==> src/rtl/count_display_pkg.sv <==
// Shared types and constants for the two-digit count display multiplexer.
package count_display_pkg;

    typedef enum logic {
        SHOW_UP   = 1'b0,
        SHOW_DOWN = 1'b1
    } scan_state_t;

    localparam int              SEG_W     = 7;
    localparam logic [SEG_W-1:0] SEG_BLANK = 7'b0;
    localparam logic [1:0]       DIG_NONE  = 2'b00;
    localparam logic [1:0]       DIG_UP    = 2'b01;
    localparam logic [1:0]       DIG_DOWN  = 2'b10;

endpackage

==> src/rtl/count_display_mux_if.sv <==
// Bundle of count inputs from the counter stage and display outputs toward the pins.
interface count_display_mux_if #(
    parameter int WIDTH = 4
);
    import count_display_pkg::*;

    logic             Enable;
    logic             Swap;
    logic [WIDTH-1:0] UpCount;
    logic [WIDTH-1:0] DownCount;
    logic [SEG_W-1:0] Segments;
    logic [1:0]       DigitSel;
    logic             Match;

    modport master (
        output Enable, Swap, UpCount, DownCount,
        input  Segments, DigitSel, Match
    );

    modport slave (
        input  Enable, Swap, UpCount, DownCount,
        output Segments, DigitSel, Match
    );

endinterface

==> src/rtl/count_display_mux_hex_to_seg.sv <==
// Hex digit to 7-segment pattern, active-high, bit order {g,f,e,d,c,b,a}.
module hex_to_seg
    import count_display_pkg::*;
(
    input  logic [3:0]       hex,
    output logic [SEG_W-1:0] seg
);

    always_comb begin
        seg = SEG_BLANK;
        case (hex)
            4'h0: seg = 7'b0111111;
            4'h1: seg = 7'b0000110;
            4'h2: seg = 7'b1011011;
            4'h3: seg = 7'b1001111;
            4'h4: seg = 7'b1100110;
            4'h5: seg = 7'b1101101;
            4'h6: seg = 7'b1111101;
            4'h7: seg = 7'b0000111;
            4'h8: seg = 7'b1111111;
            4'h9: seg = 7'b1101111;
            4'hA: seg = 7'b1110111;
            4'hB: seg = 7'b1111100;
            4'hC: seg = 7'b0111001;
            4'hD: seg = 7'b1011110;
            4'hE: seg = 7'b1111001;
            4'hF: seg = 7'b1110001;
            default: seg = SEG_BLANK;
        endcase
    end

endmodule

==> src/rtl/count_display_mux.sv <==
// Captures up/down counts and scans them onto a 2-digit common-bus 7-segment display.
// Build option: COUNT_DISPLAY_BLANK_EN blanks a digit whose captured value is zero.
module count_display_mux
    import count_display_pkg::*;
#(
    parameter int WIDTH    = 4,
    parameter int PRESCALE = 4
) (
    input  logic                Clock,
    input  logic                ResetN,
    count_display_mux_if.slave  bus
);

    localparam int              PC_W    = (PRESCALE > 1) ? $clog2(PRESCALE) : 1;
    localparam logic [PC_W-1:0] PRE_MAX = PC_W'(PRESCALE - 1);

    logic [WIDTH-1:0] up_q, up_d;
    logic [WIDTH-1:0] down_q, down_d;
    logic [PC_W-1:0]  pre_cnt_q, pre_cnt_d;
    logic             swap_q, swap_d;
    scan_state_t      state_q, state_d;
    logic [SEG_W-1:0] seg_q, seg_d;
    logic [1:0]       dig_q, dig_d;
    logic             match_q, match_d;

    logic             tick;
    logic             swap_evt;
    logic [WIDTH-1:0] sel_val;
    logic [SEG_W-1:0] seg_dec;

    hex_to_seg u_hex_to_seg (
        .hex (sel_val),
        .seg (seg_dec)
    );

    always_comb begin
        up_d   = up_q;
        down_d = down_q;
        if (bus.Enable) begin
            up_d   = bus.UpCount;
            down_d = bus.DownCount;
        end
    end

    // A direction change restarts the scan on digit 0 and outranks a coincident tick.
    always_comb begin
        tick      = (pre_cnt_q == PRE_MAX);
        swap_evt  = (bus.Swap != swap_q);
        swap_d    = bus.Swap;
        pre_cnt_d = tick ? '0 : pre_cnt_q + PC_W'(1);
        state_d   = state_q;
        if (swap_evt) begin
            pre_cnt_d = '0;
            state_d   = SHOW_UP;
        end else if (tick) begin
            state_d = (state_q == SHOW_UP) ? SHOW_DOWN : SHOW_UP;
        end
    end

    always_comb begin
        sel_val = (state_q == SHOW_UP) ? up_q : down_q;
        dig_d   = (state_q == SHOW_UP) ? DIG_UP : DIG_DOWN;
`ifdef COUNT_DISPLAY_BLANK_EN
        seg_d   = (sel_val == '0) ? SEG_BLANK : seg_dec;
`else
        seg_d   = seg_dec;
`endif
        match_d = (up_q == down_q);
    end

    always_ff @(posedge Clock or negedge ResetN) begin
        if (!ResetN) begin
            up_q      <= '0;
            down_q    <= '0;
            pre_cnt_q <= '0;
            swap_q    <= 1'b0;
            state_q   <= SHOW_UP;
            seg_q     <= SEG_BLANK;
            dig_q     <= DIG_NONE;
            match_q   <= 1'b0;
        end else begin
            up_q      <= up_d;
            down_q    <= down_d;
            pre_cnt_q <= pre_cnt_d;
            swap_q    <= swap_d;
            state_q   <= state_d;
            seg_q     <= seg_d;
            dig_q     <= dig_d;
            match_q   <= match_d;
        end
    end

    assign bus.Segments = seg_q;
    assign bus.DigitSel = dig_q;
    assign bus.Match    = match_q;

endmodule

==> src/flat_wrapper.sv <==
// flat-port wrapper written by rule: the top's interface ports become plain ports
module count_display_mux_flat import count_display_pkg::*;
#(
    parameter int WIDTH    = 4,
    parameter int PRESCALE = 4
)
  (Clock, ResetN, bus_Enable, bus_Swap, bus_UpCount, bus_DownCount, bus_Segments, bus_DigitSel, bus_Match);
  count_display_mux_if #(.WIDTH(WIDTH)) bus_i ();
  input  logic Clock;
  input  logic ResetN;
  input wire logic [$bits(bus_i.Enable)-1:0] bus_Enable;
  input wire logic [$bits(bus_i.Swap)-1:0] bus_Swap;
  input wire logic [$bits(bus_i.UpCount)-1:0] bus_UpCount;
  input wire logic [$bits(bus_i.DownCount)-1:0] bus_DownCount;
  output wire logic [$bits(bus_i.Segments)-1:0] bus_Segments;
  output wire logic [$bits(bus_i.DigitSel)-1:0] bus_DigitSel;
  output wire logic [$bits(bus_i.Match)-1:0] bus_Match;
  assign bus_i.Enable = bus_Enable;
  assign bus_i.Swap = bus_Swap;
  assign bus_i.UpCount = bus_UpCount;
  assign bus_i.DownCount = bus_DownCount;
  assign bus_Segments = bus_i.Segments;
  assign bus_DigitSel = bus_i.DigitSel;
  assign bus_Match = bus_i.Match;
  count_display_mux #(.WIDTH(WIDTH), .PRESCALE(PRESCALE)) u_core (.Clock(Clock), .ResetN(ResetN), .bus(bus_i));
endmodule
==> config.mk <==
export PLATFORM = sky130hd
export DESIGN_NAME = count_display_mux_flat
export DESIGN_NICKNAME = d
export VERILOG_FILES = /design/src/rtl/count_display_pkg.sv /design/src/rtl/count_display_mux_if.sv /design/src/rtl/count_display_mux_hex_to_seg.sv /design/src/rtl/count_display_mux.sv /design/src/flat_wrapper.sv
export SDC_FILE = /design/constraint.sdc
export NUM_CORES = 1
export LEC_CHECK = 0
export CAP_MARGIN = 5
export CORE_AREA = 2 2 60 62
export CTS_CLUSTER_DIAMETER = 100
export DETAILED_ROUTE_END_ITERATION = 7
export DIE_AREA = 0 0 62 64
export DONT_BUFFER_PORTS = 1
export PLACE_DENSITY = 0.58
export SYNTH_ARGS = -nofsm -noshare
export SYNTH_HDL_FRONTEND = slang
export SYNTH_SLANG_ARGS = --single-unit
==> constraint.sdc <==
create_clock -name Clock -period 2.4 [get_ports Clock]
set_clock_uncertainty 0.2 [all_clocks]
set_input_delay 0.24 -clock Clock [delete_from_list [all_inputs] [get_ports Clock]]
set_output_delay 0.24 -clock Clock [all_outputs]
set_load 0.005 [all_outputs]
### Word-level counts from Yosys, hierarchy flattened

Memories as Yosys holds them, arrays and structs flattened. A register that Yosys moved wholly into a read port is not among the register bits.
Cells that the tools add are included.

* memories kept: 1
* register bits after elaboration: 15
* word-level logic and storage cells: 21
* input bits: 12
* bits in read-only memories: 112

* equal/unequal tests: 3
* reductions and logical operators: 2
* add/sub/neg operators: 1
* multiplexer cells: 7

Memory list
* (name not given): depth 16, width 7, read ports 1, clocked after memory_dff 1, wr ports 0, line count_display_mux_hex_to_seg.sv:11 `case (hex)`

Operator list (count)
* 2-bit 2-to-1 mux: 3
* 4-bit equality test: 1
* 4-bit 2-to-1 mux: 1
* 1-bit 2-to-1 mux: 3
* 2-bit by 1-bit adder with 2-bit output, second input constant: 1
* 2-bit equality test, second input constant: 1
* 2-bit nonzero test: 1
* 1-bit zero test: 1
* 1-bit inequality test: 1

### Longest topological paths before layout

* depth in word-level cells: 3
* depth in mapped cells: 6

### Modules after synthesis

A second synthesis with hierarchy kept.

* cell total of the unflattened synthesis: 82
* area total of the unflattened synthesis: 1093.5 um2

Modules (own cells, without submodules)
* count_display_mux: cells an instance 49, instances 1, area an instance 805.8 um2
* hex_to_seg: cells an instance 33, instances 1, area an instance 287.8 um2

### Worst setup path after synthesis

Ideal clock, no wire load.

* path kind: reg2reg
* start point: register u_core.state_q
* end point: register u_core.seg_q[3], in the netlist u_core.bus.Segments[3]
* arrival: 1768 ps
* slack: 367 ps
* period minus slack after synthesis: 2033 ps
* stages on the path, launching flop included: 7
* data required time: 2136 ps
* path buffers: 1
* cells stage by stage: dfrtp_1 -> buf_6 -> mux2i_1 -> inv_1 -> ha_1 -> mux4_2 -> inv_1

* longest elaborated chain between the ends: 1

RTL lines
* start, declared: line count_display_mux.sv:21 `scan_state_t state_q, state_d;`
* start signal, assigned: line count_display_mux.sv:86 `state_q <= state_d;`
* 4-bit 2-to-1 mux: line count_display_mux.sv:61 `sel_val = (state_q == SHOW_UP) ? up_q : down_q;`
* end, declared: line count_display_mux.sv:22 `logic [SEG_W-1:0] seg_q, seg_d;`

Every way passes these cells.
A chain may end at the register's enable or synchronous reset.

### Final worst setup path

Ends and elaborated chain as after synthesis.

==> results by group <==
Run status
  • Status: complete, no violations

Timing
  • Minimum clock period after layout: 2.111 ns
  • Final setup violation count: 0
  • Final period util: a little under 90%
  • RSZ-0062 raised after global routing: no
  • Fin Setup TNS: 0 ns
  • Slew HR: 33.74%
  • Final hold violations: 0
  • Fin. max-slew vios: 0
  • Maximum clock frequency: 0.4736 GHz
  • PnR worst setup slack: ~0.29 ns
  • Worst Tran Pin Value: 0.9906 ns

Placement
  • GP Congestion: 0.7820
  • DPL Wire Length: ~1300 um
  • Placement Setup Slack: 0.3107 ns
  • Inst Count DP: 126
  • I/O Buffers: 0

Synth
  • Synth area leader: dfrtp_1
  • Synth top cells by count: 22 x dfrtp_1, 10 x mux2_2, 8 x ha_1
  • Synthesized area: 1100 um2
  • Synth top area cells: dfrtp_1 50%, mux2_2 10%, ha_1 9.1%, mux2i_4 4.1%, xor2_1 4.0%
  • Async set-reset flop share out of synthesis: 100.0%
  • Syn Inst Count: 80
  • Yosys warning total: 0
  • Most common cell in the synthesized netlist: dfrtp_1
  • Seq cells post-synth: 22
  • Mapped Nets: 100
  • Seq/Total Area, Yosys: ~50%
  • Number of synthesized flops with an enable pin: 0
  • Top-area cell type share of the netlist area: 50.06%
  • Cell variety after synth: 21
  • Ys flop type: dfrtp_1
  • Post-Syn Area per Cell: 13.75 um2

Detailed routing
  • Antenna Nets Post-Route: 0
  • Post-DR vias/cell: between 4 and 5
  • Routed via count: 661
  • Drt initial violations: 28
  • DRT Wirelength: around 2000 um
  • Routed wire length per instance: 13.81 um
  • Detailed Routing Iterations Pass 1: 4
  • DRC errors left: 0

Critical path
  • Worst EP required: 2.46 ns
  • Worst path max stage delay: 0.56 ns
  • Buffers & Inverters on Critical Path: 2
  • CP Cell Sequence: mux2i_4 > inv_1 > ha_1 > mux4_2 > inv_1
  • Worst EP arrival: 2.18 ns
  • CP Class: reg -> reg
  • Largest fanout on the critical path: 7
  • Max stage delay cell, worst path: dfrtp_1
  • CP most frequent cell: inv_1
  • CP endpoint kind: flop
  • CP top delay family: multiplexers
  • CP Launch Type: flop

Cells and area
  • Area Growth Syn to Fin: 26.05%
  • Antenna cells: 0
  • Final net count: 123
  • Share of layout cells above drive strength 1: 24.51%
  • Final core occ: 42.21%
  • # fillers: 312
  • Post-route insts no fill: 148

Floorplanning
  • Core area: 3284 um2
  • Chip width: 62 um
  • Die area: 3968 um2
  • # rows: 21
  • I/O Pins: 22
  • Die Ht: 64 um
  • Starting Density: 33.49%

Power
  • Net Sw Power: between 0.2 and 0.3 mW
  • Sw Ratio: 27.85%
  • Peak VDD IR: 0.2326 mV
  • Flop pwr share: between 40% and 50%
  • Pwr/cell area: 757.8 nW/um2
  • Static Leakage: 0.5998 nW
  • Internal: 0.7580 mW
  • Combinational power share: between 20% and 30%
  • Final Power: 1.051 mW
  • Clock network power share: 27.5%

Clocking
  • Worst-path clk slew: 0.13 ns
  • Clock Sink Count: 22
  • CTS tree: yes
  • Post-CTS setup buffers: 0
  • CTS Buf Count: 3
  • Htree depth: 1
  • Clock root buffer: clkbuf_4
  • Clock Latency Late Sink: 0.32 ns
  • CTS Buffer Depth: 2

Global route
  • Remaining global-route overflow: 0
  • First-pass GRT wire length: 3553 um
  • Number of global-route vias before repair: 760
  • Initial antenna violation count: 0
  • Pin count of the biggest net entering global routing: 23
  • Global Route Usage Sum: around an eighth

Run
  • Max Cap Viol: 0

Min path
  • Hold Crit Class: reg -> reg
-- power groups by stage --
stage	Combinational, mW	Sequential, mW	Clock [mW]
after floorplan	0.205	0.478	0
after global placement	0.228	0.494	0
after detailed placement	0.232	0.494	0
after CTS	0.276	0.486	0.299
after global routing	0.305	0.497	0.316
final	0.277	0.485	0.289
-- through the flow --
stage,hold WS [ns],area (um2)
floorplan,-0.2556,1100
global placement,-0.2551,1154
detailed placement,-0.2552,1154
CTS,0.2561,1386
global route,0.2804,1386
finish,0.2563,1386
-- cell families (layout without fill, tap and decap cells) --
| group | after synthesis | in the layout | share of synthesized area (%) |
|---|---|---|---|
| flops | 22 | 22 | 50.06 |
| mux | 18 | 18 | 21.27 |
| buf+inv | 10 | 32 | 4.778 |
| simple gates | 9 | 9 | 4.323 |
| fa+ha+maj | 8 | 8 | 9.102 |
| xor+xnor | 7 | 7 | 5.575 |
| compound gates | 6 | 6 | 4.892 |
-- layout make-up --
cell class / count / area (um2) / area share, %
flip-flops and latches: 22 / 550.5 / 39.71
inverters: 7 / 26.28 / 1.895
clock buffers: 3 / 22.52 / 1.625
well taps: 46 / 57.56 / 4.152
clock inverters: 1 / 30.03 / 2.166
repair buffers: 21 / 202.7 / 14.62
multi-input cells: 48 / 496.7 / 35.83
-- repair_timing --
item,in CTS,in global routing
setup endpoints to repair,0,0
gates resized for setup,0,0
hold endpoints to repair,34,0
hold buffers,18,0
-- flip-flops by register name, indices dropped and copies added (netlist names) --
| name | count |
|---|---|
| u_core.pre_cnt_q | 2 |
| u_core.bus.Match | 1 |
| u_core.bus.DigitSel | 2 |
| u_core.swap_q | 1 |
| u_core.up_q | 4 |
| u_core.bus.Segments | 7 |
| u_core.state_q | 1 |
| u_core.down_q | 4 |
-- path summary, 6_finish.rpt --
| check | from | end | slack (ns) | cells past startpoint |
|---|---|---|---|---|
| setup / recovery | u_core.state_q | u_core.bus.Segments[3] | 0.29 | 5 |
| hold / removal | u_core.pre_cnt_q[0] | u_core.pre_cnt_q[0] | 0.26 | 1 |
| setup reg to reg | u_core.state_q | u_core.bus.Segments[3] | 0.29 | 5 |
| hold reg to reg | u_core.pre_cnt_q[0] | u_core.pre_cnt_q[0] | 0.26 | 1 |
| max in group asynchronous | ResetN | u_core.bus.Segments[6] | 1.08 | 1 |
| min in group asynchronous | ResetN | u_core.up_q[1] | 0.31 | 1 |
-- cells in the final DEF, fill, tap and decap left out --
cell type,count
mux2i_2,1
a21oi_1,2
inv_1,7
mux2_2,10
a2bb2oi_1,2
a221oi_2,1
nor4_1,1
o32a_2,1
nor2_1,3
xnor2_1,2
and2_2,1
bufinv_16,1
xor2_1,5
mux2i_1,4
ha_1,8
mux4_2,1
dfrtp_1,22
mux2i_4,2
dlygate4sd3_1,18
nor3_1,3
clkbuf_4,3
and3_2,1
buf_4,3
-- layer usage --
metal / wire length (um) / global-route usage, % / up-vias / share of wire (%)
met1: 838 / 14.10 / 323 / 41
met5: 0 / 0 / - / 0
met2: 1083 / 19.79 / 14 / 53
li1: - / - / 318 / -
met3: 59 / 3.036 / 6 / 2.9
met4: 61 / 8.511 / 0 / 3.0
Note: power is estimated with default switching activity, not from simulation.
